## src/rtl/sdf_pkg.sv

```systemverilog
// ---------------------------------------------------------------------------
// sdf_pkg
//   Shared types and encodings for the radix-2 single-path delay-feedback
//   (SDF) FFT stage controller.
//   - state_t    : controller phase (FILL, BFLY, DRAIN)
//   - DL_IN_*    : delay-line input mux encodings driven on dl_in_sel
//   - OUT_*      : stage output mux encodings driven on out_sel
// ---------------------------------------------------------------------------
package sdf_pkg;

  typedef enum logic [1:0] {
    FILL  = 2'd0,
    BFLY  = 2'd1,
    DRAIN = 2'd2
  } state_t;

  localparam logic [1:0] DL_IN_DIN  = 2'd0;
  localparam logic [1:0] DL_IN_DIFF = 2'd1;
  localparam logic [1:0] DL_IN_ZERO = 2'd2;

  localparam logic OUT_SUM   = 1'b0;
  localparam logic OUT_DELAY = 1'b1;

endpackage

```

## src/rtl/sdf_stage_ctrl.sv

```systemverilog
// ---------------------------------------------------------------------------
// sdf_stage_ctrl
//   Sequencer for one radix-2 SDF FFT stage (SIZE-deep delay line plus a
//   butterfly). Counts accepted input blocks and produces every datapath
//   control for the stage. A frame is SIZE blocks of FILL, SIZE blocks of
//   BFLY, then SIZE free-running DRAIN cycles that empty the delay line.
//
//   Parameters:
//     SIZE      delay-line depth in blocks (power of 2, >= 2)
//     TW_STRIDE twiddle ROM address increment per butterfly block
//     TW_AW     twiddle address width
//
//   Ports:
//     clk, rst      clock, asynchronous active-high reset
//     din_valid     input block present
//     din_ready     block accepted when valid (low only in DRAIN)
//     sr_shift_en   delay line shifts this cycle
//     dl_in_sel     delay-line input mux (DL_IN_DIN / DL_IN_DIFF / DL_IN_ZERO)
//     bfly_en       butterfly computes this cycle
//     tw_addr       twiddle ROM address for the current butterfly block
//     out_sel       stage output mux (OUT_SUM / OUT_DELAY)
//     dout_valid    registered stage output valid
//     frame_done    registered pulse with the last output block of a frame
//     busy          a frame is in progress
//
//   Optional (macro SDF_STAGE_CTRL_STATUS_EN):
//     frame_cnt     16-bit wrapping count of completed frames
//     err_sticky    set when din_valid is presented while not ready
// ---------------------------------------------------------------------------
module sdf_stage_ctrl
  import sdf_pkg::*;
#(
  parameter int SIZE      = 16,
  parameter int TW_STRIDE = 1,
  parameter int TW_AW     = 8
) (
  input  logic             clk,
  input  logic             rst,
  input  logic             din_valid,
  output logic             din_ready,
  output logic             sr_shift_en,
  output logic [1:0]       dl_in_sel,
  output logic             bfly_en,
  output logic [TW_AW-1:0] tw_addr,
  output logic             out_sel,
  output logic             dout_valid,
  output logic             frame_done,
  output logic             busy
`ifdef SDF_STAGE_CTRL_STATUS_EN
  ,
  output logic [15:0]      frame_cnt,
  output logic             err_sticky
`endif
);

  localparam int CW = $clog2(SIZE);
  localparam logic [CW-1:0] CNT_LAST = CW'(SIZE - 1);

  state_t        state_q, state_d;
  logic [CW-1:0] cnt_q, cnt_d;
  logic          dout_valid_q, dout_valid_d;
  logic          frame_done_q, frame_done_d;
  logic          acc;
  logic          cnt_last;
  logic [TW_AW-1:0] tw_prod;

  assign cnt_last = (cnt_q == CNT_LAST);
  // Product is formed at TW_AW bits so the address wraps naturally.
  assign tw_prod  = TW_AW'(cnt_q) * TW_AW'(TW_STRIDE);

  always_comb begin
    state_d     = state_q;
    cnt_d       = cnt_q;
    din_ready   = (state_q != DRAIN);
    acc         = din_valid && (state_q != DRAIN);
    sr_shift_en = 1'b0;
    dl_in_sel   = DL_IN_DIN;
    bfly_en     = 1'b0;
    tw_addr     = '0;
    out_sel     = OUT_SUM;

    case (state_q)
      FILL: begin
        sr_shift_en = acc;
        if (acc) begin
          cnt_d = cnt_q + 1'b1;
          if (cnt_last) begin
            cnt_d   = '0;
            state_d = BFLY;
          end
        end
      end
      BFLY: begin
        sr_shift_en = acc;
        bfly_en     = acc;
        dl_in_sel   = DL_IN_DIFF;
        tw_addr     = tw_prod;
        if (acc) begin
          cnt_d = cnt_q + 1'b1;
          if (cnt_last) begin
            cnt_d   = '0;
            state_d = DRAIN;
          end
        end
      end
      DRAIN: begin
        // Free-running: the delay line empties regardless of din_valid.
        sr_shift_en = 1'b1;
        dl_in_sel   = DL_IN_ZERO;
        out_sel     = OUT_DELAY;
        cnt_d       = cnt_q + 1'b1;
        if (cnt_last) begin
          cnt_d   = '0;
          state_d = FILL;
        end
      end
      default: begin
        state_d = FILL;
        cnt_d   = '0;
      end
    endcase

    // One-cycle delay lines up with the registered butterfly output.
    dout_valid_d = bfly_en || (state_q == DRAIN);
    frame_done_d = (state_q == DRAIN) && cnt_last;
  end

  always_ff @(posedge clk or posedge rst) begin
    if (rst) begin
      state_q      <= FILL;
      cnt_q        <= '0;
      dout_valid_q <= 1'b0;
      frame_done_q <= 1'b0;
    end else begin
      state_q      <= state_d;
      cnt_q        <= cnt_d;
      dout_valid_q <= dout_valid_d;
      frame_done_q <= frame_done_d;
    end
  end

  assign dout_valid = dout_valid_q;
  assign frame_done = frame_done_q;
  assign busy       = (state_q != FILL) || (cnt_q != '0);

`ifdef SDF_STAGE_CTRL_STATUS_EN
  logic [15:0] frame_cnt_q, frame_cnt_d;
  logic        err_sticky_q, err_sticky_d;

  always_comb begin
    // Counter steps in the same cycle frame_done is registered high.
    frame_cnt_d  = frame_cnt_q + {15'd0, frame_done_d};
    err_sticky_d = err_sticky_q || (din_valid && !din_ready);
  end

  always_ff @(posedge clk or posedge rst) begin
    if (rst) begin
      frame_cnt_q  <= '0;
      err_sticky_q <= 1'b0;
    end else begin
      frame_cnt_q  <= frame_cnt_d;
      err_sticky_q <= err_sticky_d;
    end
  end

  assign frame_cnt  = frame_cnt_q;
  assign err_sticky = err_sticky_q;
`endif

endmodule

```

## config.mk

```make
export PLATFORM = sky130hd
export DESIGN_NAME = sdf_stage_ctrl
export DESIGN_NICKNAME = d
export VERILOG_FILES = /design/src/rtl/sdf_pkg.sv /design/src/rtl/sdf_stage_ctrl.sv
export SDC_FILE = /design/constraint.sdc
export NUM_CORES = 1
export LEC_CHECK = 0
export CAP_MARGIN = 0
export CORE_AREA = 2 2 39 41
export CTS_CLUSTER_DIAMETER = 60
export DETAILED_ROUTE_END_ITERATION = 10
export DIE_AREA = 0 0 41 43
export PLACE_DENSITY = 0.81
export SETUP_SLACK_MARGIN = 0.05
export SYNTH_ARGS = -nofsm -noshare
export SYNTH_HDL_FRONTEND = slang
export SYNTH_SLANG_ARGS = --single-unit
export TNS_END_PERCENT = 5
```

## constraint.sdc

```tcl
create_clock -name clk -period 2.7 [get_ports clk]
set_clock_uncertainty 0.05 [all_clocks]
set_input_delay 0.54 -clock clk [delete_from_list [all_inputs] [get_ports clk]]
set_output_delay 0.54 -clock clk [all_outputs]
set_load 0.02 [all_outputs]
```

==> flow_summary_export.csv <==
group,metric,value,unit
route,route.antenna.remaining_nets,0,
worst_setup_path,cp_top_family,"buffers and inverters",
pwr,power.density,1110,nW/um^2
floorplan,placementRows,14,
cells_and_area,num-fill-cells,139,
global_routing,grt.total_usage,15.3,%
clocking,postCtsSetupRepairBufs,0,
clocking,cts-hold-fix-buffers,0,
clocking,cts-root-buf,"clkbuf_4",
worst_setup_path,path_cells,"clkdlybuf4s50_1, nand2_2, inv_1, clkdlybuf4s50_1",
route,drt_iter0_drc,9,
clocking,cts_buffer_depth,2,
yosys,ys_seq_area_share,35.3,%
cells_and_area,design_area,696,sq um
clocking,clk_pin_slew,0.06,ns
place,portBuffers,15,
timing,fmax,400,MHz
floorplan,initial_core_util,41.0,%
route,drc,0,
floorplan,core_region_area,1380,sq um
worst_setup_path,crit_fanout,7,
timing,finalHoldViolations,0,
status,status,"finished clean",
clocking,cts_tree,"done",
worst_setup_path,cp_slowest_cell,"clkdlybuf4s50_1",
global_routing,grt-ovfl-total,0,
worst_setup_path,cpMostUsedCell,"clkdlybuf4s50_1",
timing,period_needed,2.50,ns
cells_and_area,drive_gt1_share,11.7,%
timing,post-route-period-util,92.6,%
route,vias,479,
clocking,post_cts_resized,0,
timing,final_max_slew_viol_count,0,
cells_and_area,final_core_util,50.3,%
clocking,clock_sinks,8,
route,dr.pass1.iters,4,
yosys,yosys_warnings,0,
floorplan,dieArea,1760,sq um
yosys,synth.avg_cell_area,8.72,sq um
clocking,cts-buffers-inserted,3,
worst_setup_path,crit_arrival,1.91,ns
floorplan,io_pins,20,
timing,setup_viol,0,
worst_setup_path,cpPeakStageDelay,0.61,ns
clocking,clock_latency,0.26,ns
global_routing,grt_pass1_vias,401,
global_routing,grt_max_degree,12,
floorplan,fp.dieW,41,microns
flow_run,drv_cap,0,
route,routed_wirelength,1120,microns
place,place_congestion,0.799,
timing,rsz0062_at_grt,"no",
timing,fin_tns_setup,0,ns
place,hpwl,849,microns
route,vias_per_cell,5.15,
worst_setup_path,crit_path_start_kind,"input port",
cells_and_area,syn2layout_area_growth,22.7,%
clocking,htree_levels,1,
worst_setup_path,worstSetupEndpointType,"output pin",
route,wl_per_cell,12.0,microns
worst_setup_path,crit_required,2.11,ns
yosys,synth.distinct_cells,27,
pwr,totalPowerFinal,0.775,mW
pwr,leakage,0.307,nW
cells_and_area,nets,84,
floorplan,die-height,43,microns
hold_path,hp-class,"input port to asynchronous set/reset pin",
yosys,netlist_area,567,sq um
place,placed_area,673,sq um
yosys,syn_inst,65,
pwr,peakVddDrop,0.537,mV
global_routing,grt_first_pass_wirelength,1810,microns
cells_and_area,diodes,0,
timing,timing.hold.ws,0.476,ns
worst_setup_path,criticalPathCategory,"input port to output pin",
global_routing,antenna_found_initial,0,
worst_setup_path,worst-path-buf-inv,3,
cells_and_area,layout.area.seq,200,sq um
cells_and_area,multiInputGateArea,273,sq um
yosys,ys_seq_elements,8,
==> cell usage after synthesis <==
| master | n | area share, % |
|---|---|---|
| conb_1 | 1 | 0.66 |
| a32o_1 | 1 | 1.8 |
| a31oi_1 | 1 | 1.1 |
| xor2_1 | 1 | 1.5 |
| a21oi_1 | 2 | 1.8 |
| buf_6 | 2 | 4.0 |
| a31o_2 | 1 | 1.5 |
| inv_1 | 6 | 4.0 |
| o21ai_1 | 2 | 1.8 |
| nor2_4 | 1 | 2.0 |
| dfrtp_1 | 8 | 35 |
| o21ai_0 | 3 | 2.6 |
| mux2i_1 | 1 | 1.8 |
| a21o_1 | 1 | 1.3 |
| buf_4 | 8 | 11 |
| nor2_1 | 4 | 2.6 |
| nand2_2 | 1 | 1.1 |
| o21a_1 | 1 | 1.3 |
| nand3_1 | 2 | 1.8 |
| and2b_2 | 1 | 1.5 |
| nand4_1 | 2 | 2.2 |
| o22ai_1 | 2 | 2.2 |
| and2_1 | 5 | 5.5 |
| ha_1 | 2 | 4.4 |
| nand3_2 | 1 | 1.8 |
| nor4_1 | 1 | 1.1 |
| nand2_1 | 4 | 2.6 |
==> area by class of cell <==
class | instances | area share, %
Clock buffer | 3 | 3.24
Inverter | 6 | 3.24
Sequential cell | 8 | 28.8
Timing Repair Buffer | 16 | 22.7
Multi-Input combinational cell | 44 | 39.2
Tap cell | 16 | 2.88
==> worst register-to-register path: stages (launching register included) <==
cell	delay (ns)
dfrtp_1	0.41
ha_1	0.33
nand3_2	0.16
nand3_1	0.11
o21ai_1	0.07
a32o_1	0.20
==> path summary, 6_finish.rpt <==
path	slack, ns	to	startpoint	cells past startpoint
worst min-delay path	0.48	cnt_q[3]	rst	2
worst min register to register	0.55	state_q[0]	state_q[1]	1
min in group clk	0.55	state_q[0]	state_q[1]	1
worst max-delay path	0.20	bfly_en	din_valid	4
worst max register to register	1.25	cnt_q[0]	cnt_q[1]	5
max in group asynchronous	1.89	state_q[0]	rst	2
==> placed cells by master, fill, tap and decap left out, drive strengths merged, types with 2 or more instances in the layout <==
| cell type | n |
|---|---|
| clkbuf | 3 |
| o22ai | 2 |
| dfrtp | 8 |
| a21oi | 2 |
| and2 | 5 |
| clkdlybuf4s50 | 15 |
| o21ai | 5 |
| nand4 | 2 |
| nand3 | 3 |
| nor2 | 5 |
| inv | 6 |
| nand2 | 5 |
| conb | 4 |
| ha | 2 |
==> state kept, by name, indices dropped and copies added (netlist names) <==
name,flops
state_q,2
dout_valid,1
frame_done,1
cnt_q,4
==> power breakdown <==
part | leakage [nW] | internal [mW] | switching [mW]
sequential | 0.0981 | 0.165 | 0.0764
combinational | 0.195 | 0.208 | 0.231
clock | 0.0138 | 0.0511 | 0.0435
==> kinds of logic (layout without fill, tap and decap cells) <==
logic type	after synthesis	in the layout	synth area share (%)
xor gates and xnor gates	1	1	1.55
DFF	8	8	35.3
other	1	4	0.662
and+or+nand+nor	22	22	22.3
muxes	1	1	1.77
buffers and inverters	16	25	18.5
adders and majority gates	2	2	4.41
AOI/OAI and AO/OA	14	14	15.5
==> stage by stage <==
step,cells,setup slack [ns]
floorplan,68,1.16
global placement,90,0.226
detailed placement,90,0.199
CTS,93,0.199
global route,93,0.123
finish,93,0.200
==> metal layers <==
| metal | share of wire [%] | track usage (%) | up-vias |
|---|---|---|---|
| met5 | 0 | 0 | - |
| li1 | - | - | 232 |
| met4 | 0.72 | 8.00 | 0 |
| met2 | 54 | 21.9 | 12 |
| met1 | 42 | 20.8 | 233 |
| met3 | 3.3 | 3.14 | 2 |
Power figures use the tool's default switching activity.
